===== config.mk =====
export PLATFORM = sky130hd
export DESIGN_NAME = spike_encoder_array
export DESIGN_NICKNAME = d
export VERILOG_FILES = /design/src/rtl/spike_enc_pkg.sv /design/src/rtl/spike_channel.sv /design/src/rtl/spike_encoder_array.sv
export SDC_FILE = /design/constraint.sdc
export NUM_CORES = 1
export LEC_CHECK = 0
export ABC_AREA = 1
export CAP_MARGIN = 10
export CORE_AREA = 2 2 205 207
export DETAILED_ROUTE_END_ITERATION = 16
export DIE_AREA = 0 0 207 209
export PLACE_DENSITY_LB_ADDON = 0.08
export SYNTH_ARGS = -nofsm -noshare
export SYNTH_HDL_FRONTEND = slang
export SYNTH_SLANG_ARGS = --single-unit

===== constraint.sdc =====
create_clock -name clk -period 1.95 [get_ports clk]
set_input_delay 0.39 -clock clk [delete_from_list [all_inputs] [get_ports clk]]
set_output_delay 0.39 -clock clk [all_outputs]
set_load 0.02 [all_outputs]

===== src/rtl/spike_enc_pkg.sv =====
// Shared encodings for the spike encoder array: coding modes, FSM states, LFSR polynomial and seeds.
// Pure declarations, no timing or flow control of its own.
package spike_enc_pkg;

  typedef enum logic [1:0] {
    MODE_POISSON = 2'd0,
    MODE_DET     = 2'd1,
    MODE_TTFS    = 2'd2,
    MODE_RSVD    = 2'd3
  } mode_t;

  typedef enum logic [1:0] {
    ST_IDLE = 2'd0,
    ST_RUN  = 2'd1,
    ST_DONE = 2'd2
  } state_t;

  localparam logic [15:0] LFSR_POLY = 16'hB400;

  // Odd multiplier makes the product a bijection, so seeds stay distinct; none hits zero for ch < 8.
  function automatic logic [15:0] lfsr_seed(input int unsigned ch);
    return 16'hACE1 ^ 16'(ch * 32'h1D35);
  endfunction

endpackage


===== src/rtl/spike_channel.sv =====
// One encoder channel: LFSR, phase accumulator, refractory counter and TTFS flag; spike is combinational.
// Zero latency to the top's output register; state advances only on adv, no backpressure.
module spike_channel
  import spike_enc_pkg::*;
#(
  parameter int RATE_WIDTH   = 8,
  parameter int LFSR_WIDTH   = 16,
  parameter int WIN_WIDTH    = 8,
  parameter int REFRAC_WIDTH = 4,
  parameter logic [LFSR_WIDTH-1:0] SEED = LFSR_WIDTH'(1)
) (
  input  logic                    clk,
  input  logic                    rst,
  input  logic                    clear,
  input  logic                    adv,
  input  mode_t                   mode,
  input  logic [REFRAC_WIDTH-1:0] refrac,
  input  logic [RATE_WIDTH-1:0]   rate,
  input  logic [WIN_WIDTH-1:0]    step_idx,
  output logic                    spike
);

  localparam int CW = (WIN_WIDTH > RATE_WIDTH) ? WIN_WIDTH : RATE_WIDTH;
  localparam logic [LFSR_WIDTH-1:0] POLY = LFSR_WIDTH'(LFSR_POLY);

  logic [LFSR_WIDTH-1:0]   lfsr_q, lfsr_d;
  logic [RATE_WIDTH-1:0]   acc_q, acc_d, rate_inv;
  logic [REFRAC_WIDTH-1:0] refr_q;
  logic                    fired_q, carry, ttfs_hit, cand;

  always_comb begin
    lfsr_d   = (lfsr_q >> 1) ^ (lfsr_q[0] ? POLY : '0);
    {carry, acc_d} = {1'b0, acc_q} + {1'b0, rate};
    rate_inv = ~rate;
    ttfs_hit = (CW'(step_idx) >= CW'(rate_inv)) && !fired_q;
    cand     = 1'b0;
    case (mode)
      MODE_DET:  cand = carry;
      MODE_TTFS: cand = ttfs_hit;
      default:   cand = lfsr_q[LFSR_WIDTH-1 -: RATE_WIDTH] < rate;
    endcase
    // Rate 0 is silent in every mode; TTFS would otherwise fire at the last index.
    spike = cand && (rate != '0) && (refr_q == '0);
  end

  always_ff @(posedge clk) begin
    if (rst) begin
      lfsr_q  <= SEED;
      acc_q   <= '0;
      refr_q  <= '0;
      fired_q <= 1'b0;
    end else if (clear) begin
      acc_q   <= '0;
      refr_q  <= '0;
      fired_q <= 1'b0;
    end else if (adv) begin
      lfsr_q <= lfsr_d;
      acc_q  <= acc_d;
      if (refr_q != '0) refr_q <= refr_q - 1'b1;
      else if (spike)   refr_q <= refrac;
      if (spike) fired_q <= 1'b1;
    end
  end

endmodule


===== src/rtl/spike_encoder_array.sv =====
// Multi-channel rate-to-spike encoder with a fixed-length window FSM; step at t gives spikes at t+1.
// Config writes stall (cfg_ready low) while RUN; steps outside RUN are dropped, one step per cycle.
module spike_encoder_array
  import spike_enc_pkg::*;
#(
  parameter int NUM_CH       = 8,
  parameter int RATE_WIDTH   = 8,
  parameter int LFSR_WIDTH   = 16,
  parameter int WIN_WIDTH    = 8,
  parameter int REFRAC_WIDTH = 4,
  localparam int CH_W        = $clog2(NUM_CH)
) (
  input  logic                    clk,
  input  logic                    rst,
  input  logic                    cfg_valid,
  output logic                    cfg_ready,
  input  logic [CH_W-1:0]         cfg_ch,
  input  logic [RATE_WIDTH-1:0]   cfg_rate,
  input  logic [1:0]              mode,
  input  logic [REFRAC_WIDTH-1:0] refrac,
  input  logic [WIN_WIDTH-1:0]    window_len,
  input  logic                    start,
  input  logic                    step,
  output logic [NUM_CH-1:0]       spikes,
  output logic                    spikes_valid,
  output logic                    busy,
  output logic                    done
);

  state_t                  state_q, state_d;
  logic [WIN_WIDTH-1:0]    step_cnt_q, win_q;
  mode_t                   mode_q;
  logic [REFRAC_WIDTH-1:0] refrac_q;
  logic                    start_acc, step_acc, cfg_we;
  logic [NUM_CH-1:0]       spike_d;

  assign cfg_ready = (state_q != ST_RUN);
  assign busy      = (state_q == ST_RUN);
  assign done      = (state_q == ST_DONE);
  assign cfg_we    = cfg_valid && cfg_ready;

  always_comb begin
    state_d   = state_q;
    start_acc = 1'b0;
    step_acc  = 1'b0;
    case (state_q)
      ST_IDLE: begin
        if (start) begin
          start_acc = 1'b1;
          state_d   = (window_len == '0) ? ST_DONE : ST_RUN;
        end
      end
      ST_RUN: begin
        if (step) begin
          step_acc = 1'b1;
          if (({1'b0, step_cnt_q} + 1'b1) == {1'b0, win_q}) state_d = ST_DONE;
        end
      end
      default: state_d = ST_IDLE;
    endcase
  end

  always_ff @(posedge clk) begin
    if (rst) begin
      state_q      <= ST_IDLE;
      step_cnt_q   <= '0;
      win_q        <= '0;
      mode_q       <= MODE_POISSON;
      refrac_q     <= '0;
      spikes       <= '0;
      spikes_valid <= 1'b0;
    end else begin
      state_q      <= state_d;
      spikes_valid <= step_acc;
      if (start_acc) begin
        step_cnt_q <= '0;
        win_q      <= window_len;
        mode_q     <= mode_t'(mode);
        refrac_q   <= refrac;
      end else if (step_acc) begin
        step_cnt_q <= step_cnt_q + 1'b1;
      end
      if (step_acc) spikes <= spike_d;
    end
  end

  for (genvar i = 0; i < NUM_CH; i++) begin : g_ch
    logic [RATE_WIDTH-1:0] rate_q;

    // Out-of-range channel indices match no slot and are silently dropped.
    always_ff @(posedge clk) begin
      if (rst)                               rate_q <= '0;
      else if (cfg_we && cfg_ch == CH_W'(i)) rate_q <= cfg_rate;
    end

    spike_channel #(
      .RATE_WIDTH  (RATE_WIDTH),
      .LFSR_WIDTH  (LFSR_WIDTH),
      .WIN_WIDTH   (WIN_WIDTH),
      .REFRAC_WIDTH(REFRAC_WIDTH),
      .SEED        (LFSR_WIDTH'(lfsr_seed(i)))
    ) u_ch (
      .clk     (clk),
      .rst     (rst),
      .clear   (start_acc),
      .adv     (step_acc),
      .mode    (mode_q),
      .refrac  (refrac_q),
      .rate    (rate_q),
      .step_idx(step_cnt_q),
      .spike   (spike_d[i])
    );
  end

endmodule


* Yosys cells after proc, flatten, opt, wreduce, memory -nomap -nowiden
Cells that the tools add are included.
** Word-level totals
- Register bits :: 329
- Bits in latches :: 0
- Memory bits (writable) :: 0
- ROM bits :: 0
- Output and inout bits :: 12
- Logic and storage cells :: 250
- Memories kept :: 0
** Cells by class
- $add $sub $neg :: 18
- Multiply operators :: 0
- Div/mod/pow operators :: 0
- $lt $le $gt $ge :: 16
- Eq/ne operators :: 16
- Shift-type cells :: 0
- Muxes and demuxes :: 41
- Bitwise logic cells :: 17
- Reduce and logical (&&, ||, !) cells :: 95
** Operator list (count)
- $mux W16 :: 8
- $xor A15 B16 Y16 :: 8
- $add A8 B8 Y9 :: 8
- $ge A8 B8 Y1 :: 8
- $lt A8 B8 Y1 :: 8
- $mux W4 :: 16
- $not A8 Y8 :: 8
- $reduce_bool A8 Y1 :: 8
- $reduce_and A2 Y1 :: 17
- $logic_and A1 B1 Y1 :: 33
- $logic_not A4 Y1 :: 8
- $reduce_bool A4 Y1 :: 8
- $sub A4 B1 Y4 const B :: 8
- $pmux W1 S2 :: 8
- $reduce_bool A2 Y1 :: 8
- $eq A3 B3 Y1 const B :: 4
- $add A8 B1 Y9 const B :: 1
- $eq A9 B8 Y1 :: 1
- $add A8 B1 Y8 const B :: 1
- $logic_not A1 Y1 :: 8
- $logic_not A8 Y1 :: 1
- $mux W2 :: 4
- $eq A3 B2 Y1 const B :: 2
- $eq A2 B1 Y1 const B :: 2
- other kinds (11) :: 17

* Longest topological paths before layout
- Depth in word-level cells :: 8
- Gate-level depth with buffers :: 18
- Depth with buffers taken out :: 18

* Hierarchy
Synthesis repeated with hierarchy kept, for this count alone.
** Second synthesis, totals
- Cell total of the unflattened synthesis :: 2705
- Area total of the unflattened synthesis :: 19517.5 um^2
** By module, submodules not included
- spike_encoder_array :: times used 1, cells an instance 520, area an instance 3851.2 um^2, seq. area each 1941.9 um^2
- spike_channel at g_ch[3].u_ch :: times used 1, cells an instance 272, area an instance 1971.9 um^2, seq. area each 580.6 um^2
- spike_channel at g_ch[2].u_ch :: times used 1, cells an instance 273, area an instance 1968.1 um^2, seq. area each 580.6 um^2
- spike_channel at g_ch[4].u_ch :: times used 1, cells an instance 273, area an instance 1961.9 um^2, seq. area each 580.6 um^2
- spike_channel at g_ch[6].u_ch :: times used 1, cells an instance 273, area an instance 1958.1 um^2, seq. area each 580.6 um^2
- spike_channel at g_ch[5].u_ch :: times used 1, cells an instance 275, area an instance 1954.4 um^2, seq. area each 580.6 um^2
- spike_channel at g_ch[7].u_ch :: times used 1, cells an instance 273, area an instance 1954.4 um^2, seq. area each 580.6 um^2
- spike_channel at g_ch[0].u_ch :: times used 1, cells an instance 273, area an instance 1949.4 um^2, seq. area each 580.6 um^2
- spike_channel at g_ch[1].u_ch :: times used 1, cells an instance 273, area an instance 1948.1 um^2, seq. area each 580.6 um^2

* Least setup slack after synthesis
No wires, ideal clock.
- Path type :: register to register
- Start :: register g_ch[4].rate_q[0]
- End :: register g_ch[4].u_ch.refr_q[0]
- Arrival :: 1.739 ns
- Data required time :: 1.835 ns
- Setup slack :: 0.096 ns
- Cell stages (with the launch flop) :: 12
- Cells stage by stage :: dfxtp_1 -> ha_1 -> inv_1 -> fa_1 -> o21ai_2 -> nand2_1 -> o211ai_1 -> a21oi_1 -> nand2_1 -> nand3_4 -> a21oi_1 -> nor2_1
** On the way
- Word-level cells in the longest chain between the ends :: 8
** Ends and longest elaborated chain
- start: declaration :: RTL line spike_encoder_array.sv:88 : logic [RATE_WIDTH-1:0] rate_q;
- start signal: assignment :: RTL line spike_encoder_array.sv:93 : else if (cfg_we && cfg_ch == CH_W'(i)) rate_q <= cfg_rate;
- $not A8 Y8 :: RTL line spike_channel.sv:34 : rate_inv = ~rate;
- $ge A8 B8 Y1 :: RTL line spike_channel.sv:35 : ttfs_hit = (CW'(step_idx) >= CW'(rate_inv)) && !fired_q;
- $logic_and A1 B1 Y1 :: RTL line spike_channel.sv:35
- $pmux W1 S2 :: RTL line spike_channel.sv:37 : case (mode)
- $logic_and A1 B1 Y1 (*) (2 in series) :: RTL line spike_channel.sv:43 : spike = cand && (rate != '0) && (refr_q == '0);
- $reduce_bool A2 Y1 (no source line) (*)
- $reduce_and A2 Y1 (no source line) (*)
- end signal: assignment :: RTL line spike_channel.sv:59 : if (refr_q != '0) refr_q <= refr_q - 1'b1;
- end signal: assignment :: RTL line spike_channel.sv:60 : else if (spike) refr_q <= refrac;
- end: declaration :: RTL line spike_channel.sv:28 : logic [REFRAC_WIDTH-1:0] refr_q;
Every way passes the cells marked *; elsewhere a longest branch is shown, timed or not.
A chain may end at the register's enable or synchronous reset.

* Worst setup path in the final report
- Start :: register step_cnt_q[0]
- End :: register g_ch[4].u_ch.refr_q[1]
** On the way
- Word-level cells in the longest chain between the ends :: 7
** Ends and longest elaborated chain
- start: declaration :: RTL line spike_encoder_array.sv:31 : logic [WIN_WIDTH-1:0] step_cnt_q, win_q;
- start signal: assignment :: RTL line spike_encoder_array.sv:81 : step_cnt_q <= step_cnt_q + 1'b1;
- $ge A8 B8 Y1 :: RTL line spike_channel.sv:35
- $logic_and A1 B1 Y1 :: RTL line spike_channel.sv:35
- $pmux W1 S2 :: RTL line spike_channel.sv:37
- $logic_and A1 B1 Y1 (2 in series) :: RTL line spike_channel.sv:43
- $reduce_bool A2 Y1 (no source line)
- $reduce_and A2 Y1 (no source line)
No other way between the ends.

==> metrics.sh <==
WORST_PIN_SLEW_PS=868.6
FINAL_LAYOUT_SIZE_SUFFIX_GT1_FRAC=0.1431
CLOCK_SKEW_PS=8.943
FINISH.NET_COUNT=2836
TIMING.CRITICAL_PATH.FROM_TYPE='register'
CTSHOLDBUFFERS=0
FIRST_GLOBAL_VIAS=15420
DIE_X_UM=207
TRACK_USAGE=0.2308
FINAL_CORE_UTILIZATION=0.5446
SYNTHTOPCELLSBYAREA='dfxtp_1 36%, ha_1 13%, nand2_1 11%, a21oi_1 8.5%, inv_1 4.9%'
CAP_VIOLATIONS=0
PLACEMENT_SETUP_SLACK_PS=-224.9
TIMING.RR.END='g_ch[4].u_ch.refr_q[1]'
SLOWEST_DELAY_PS=350
STARTPOINT='step_cnt_q[0]'
STATUS='complete, but fails checks'
DIE_H_UM=209
WORST_SETUP_PATH_ENDPOINT='g_ch[4].u_ch.refr_q[1]'
ANTENNA_FOUND_INITIAL=0
SWITCHINGPOWER_mW=4.818
GRT_MAX_DEGREE=54
SYNTH_CELLS=2439
CRIT_BUF_INV=3
ASYNC_FLOP_SHARE=0
SYNTH.CELL_AREA_UM2=18340
GLOBALROUTE.TOTALOVERFLOW=0
POSTSYNTH.TOPFLOPCELL='dfxtp_1'
COUNT_OF_FLIP_FLOPS_WITH_A_BUILT_IN_ENABLE_AFTER_SYNTHESIS=0
NETLIST.AREA_LEADER.SHARE=0.3592
POWER_LEAKAGE_nW=10.35
MIN_DELAY_PATH_DEPTH=3
POWER.SHARE.SEQUENTIAL=0.424
DRCVIOLATIONCOUNT=0
SETUP_SLACK_PS=-152.2
CORE.ROWCOUNT=75
FINALSETUPVIOLCOUNT=44
SYNTH.FF_LATCH_COUNT=329
FF2FF_PATH_DEPTH=14
TRITONCTS='yes'
FINALCRITPERIODSHARE=1.078
CLOCK_SINKS=329
WIRE_PER_INST_UM=15.89
NUMBER_OF_NETS_PRODUCED_BY_SYNTHESIS=2672
ROOT_BUFFER='clkbuf_16'
HOLD_PATH.CLASS='in -> reg'
HPWL_DP_UM=34850
SYNTH_TOP_AREA_CELL='dfxtp_1'
SYN_AREA_PER_CELL_UM2=7.518
VIA_COUNT=16500
NUMBER_OF_VIAS_PER_CELL=5.211
POSTROUTEWIRELENGTH_UM=50300
WORST_SKEW_PAIR.LATE_LATENCY_PS=560
PWR_DENSITY_CELL_nW_PER_UM2=765.7
GPL.FINAL_WEIGHTED_CONGESTION=0.8634
WORST-PATH-STAGES=14
CLK_PIN_SLEW_WORST_PATHS_PS=60
MAX-SLEW-MARGIN-REL=0.4171
TIMING_HOLD_VIOLATIONS_FINAL=0
FLOORPLAN.IO_PINS=42
R2R_SETUP_SLACK_PS=-150
NUMBER_OF_DIODES_ADDED_FOR_ANTENNA_FIXING=0
HTREEDEPTH=2
FLOORPLAN.CORE_AREA_UM2=41290
CRITICAL_PATH_REQUIRED_PS=2410
FINAL.HOLD.WORST_SLACK_PS=342.6
FP.DIEAREA_UM2=43260
GRT_SETUP_UNREPAIRED='yes'
PERIOD_NEEDED_PS=2102
TOTAL_POWER_mW=17.22
TRITONCTS.NUM_BUFFERS=39
CRITPATHCAPTURETYPE='register'
CP_DELAY_BY_FAMILY_TOP='simple AND/OR/NAND/NOR gates'
CRIT_PATH_TOP_DELAY_CELL='dfxtp_2'
EFFECTIVE_UTILIZATION_AT_FLOORPLAN=0.4441
GRT_FIRST_PASS_WIRELENGTH_UM=81050
CP_MAX_FO=8
CRITPATHKIND='reg -> reg'
ROUTE.ANTENNA.REMAINING_NETS=0
POWER_SWITCHING_SHARE=0.2798
VIOLATIONS='negative setup slack'
SYNTH.LIB_CELLS_USED.DISTINCT=45
POWER.COMBINATIONAL.FRACTION=0.158
AREA_GROWTH_PCT=22.63
SLEW_VIOL_FINAL=0
WORST_SUPPLY_VOLTAGE_DROP_ON_VDD_V=0.0004753
DRT_PASS1_ITERATIONS=5
TIMING.CRITICAL_PATH.CELLS='clkinvlp_4 > buf_6 > ha_4 > inv_2 > nand2_1 > a21oi_1 > o21ai_1 > nand2_1 > nand3_2 > nand2_2 > nand2_2 > nand3_4 > a21oi_2 > nor2_1'
DETAILED_PLACE.AREA_UM2=20600
ACHIEVABLE-FREQUENCY_MHz=475.7
FIN_AREA_UM2=22490
ARRIVAL_PS=2560
FILLER_INSTANCES=3909
DRT_FIRST_ITER_VIOLATIONS=1075
YOSYS_WARNINGS=0
RR_STARTPOINT='step_cnt_q[0]'
CTSLONGESTPATHBUFFERS=3
P_INT_mW=12.40
PORT_BUFFERS=41
SYNTH.YOSYS.SEQ_AREA_SHARE=0.3592
CLKPWRFRAC=0.418
[worst min path at each step]
stage                      startpoint                endpoint
3_3_place_gp   g_ch[5].u_ch.lfsr_q[4]  g_ch[5].u_ch.lfsr_q[3]
4_1_cts                           rst  g_ch[4].u_ch.lfsr_q[1]
5_1_grt                           rst  g_ch[2].u_ch.lfsr_q[8]
6_report                          rst  g_ch[4].u_ch.lfsr_q[8]
2_1_floorplan  g_ch[0].u_ch.lfsr_q[1]  g_ch[0].u_ch.lfsr_q[0]
3_5_place_dp   g_ch[6].u_ch.lfsr_q[2]  g_ch[6].u_ch.lfsr_q[1]
[synth_stat cells, types with 8 or more instances]
cell type and count:
o211ai_1 35, nor3_1 25, xor2_1 47, a21oi_1 312, fa_1 8, nand4_1 22, nand2_1 550, o21bai_1 41
nand3_1 128, clkbuf_1 42, o21ai_1 15, dfxtp_1 329, o21a_1 8, buf_4 24, buf_2 28, nand2_2 8
xnor2_1 31, o21ai_0 159, inv_1 240, ha_1 195, nor2_1 120, nor4_1 17
[worst min-delay path, cell delays in order]
cell	delay, ps
buf_2	170
buf_4	200
a21oi_1	100
[cells in the final DEF (no fill, tap or decap), drive strengths merged, types with 22 or more instances in the layout]
cell type      instances
a21oi                314
buf                  187
clkbuf                56
clkdlybuf4s50         36
dfxtp                329
ha                   195
inv                  243
nand2                559
nand3                132
nand4                 22
nor2                 122
nor3                  25
o211ai                35
o21ai                177
o21bai                41
xnor2                 31
xor2                  47
[through the flow]
stage / TNS [ps] / cells
CTS: -2985 / 3163
floorplan: 0 / 2439
finish: -3369 / 3166
global placement: -12840 / 3093
detailed placement: -13910 / 3093
global route: -10980 / 3166
[power by group through the flow]
stage          Combinational (mW)  Sequential, mW  Clock [mW]
6_report                     2.73            7.30        7.19
3_3_place_gp                 2.49            7.44           0
5_1_grt                      3.05            7.34        7.61
2_1_floorplan                1.60            7.36           0
4_1_cts                      2.63            7.30        7.34
3_5_place_dp                 2.54            7.44           0
[timing repair]
action | CTS | global route
gates resized for setup | 64 | 81
gates cloned | 0 | 0
setup endpoints to repair | 46 | 49
pin swaps | 18 | 34
endpoints found under the hold margin | 0 | 0
buffers inserted | 5 | 4
[routing by layer]
metal | GRT usage | routed length (µm) | vias to the layer above
met5 | 0 | 0 | -
met1 | 0.3247 | 24800 | 7630
met3 | 0.02991 | 2138 | 69
li1 | - | - | 8501
met4 | 0.06798 | 1169 | 0
met2 | 0.3695 | 22200 | 299
[cell families (layout without fill, tap and decap cells)]
kind of cell | Yosys count | in the layout | synth area share
AOI/OAI and AO/OA | 597 | 597 | 0.1786
xor gates and xnor gates | 78 | 78 | 0.03726
adders and majority gates | 203 | 203 | 0.1418
buffers and inverters | 347 | 535 | 0.08079
DFF | 329 | 329 | 0.3592
and+or+nand+nor | 885 | 885 | 0.2024
[final cells by class]
class	instances	area, µm²	share of cell area
Tap cell	539	674.4	0.02999
Multi-Input combinational cell	1763	10840	0.4823
Clock buffer	56	1121	0.04986
Clock inverter	9	112.6	0.005008
Inverter	243	923.4	0.04106
Sequential cell	329	6588	0.2930
Timing Repair Buffer	227	2223	0.09888
[registers in the layout, indices dropped and copies added (netlist names)]
signal / cells
g_ch.rate_q: 64
g_ch.u_ch.acc_q: 64
g_ch.u_ch.fired_q: 8
g_ch.u_ch.lfsr_q: 128
g_ch.u_ch.refr_q: 32
mode_q: 2
refrac_q: 4
spikes: 8
spikes_valid: 1
state_q: 2
step_cnt_q: 8
win_q: 8
(Power assumes the default switching activity.)
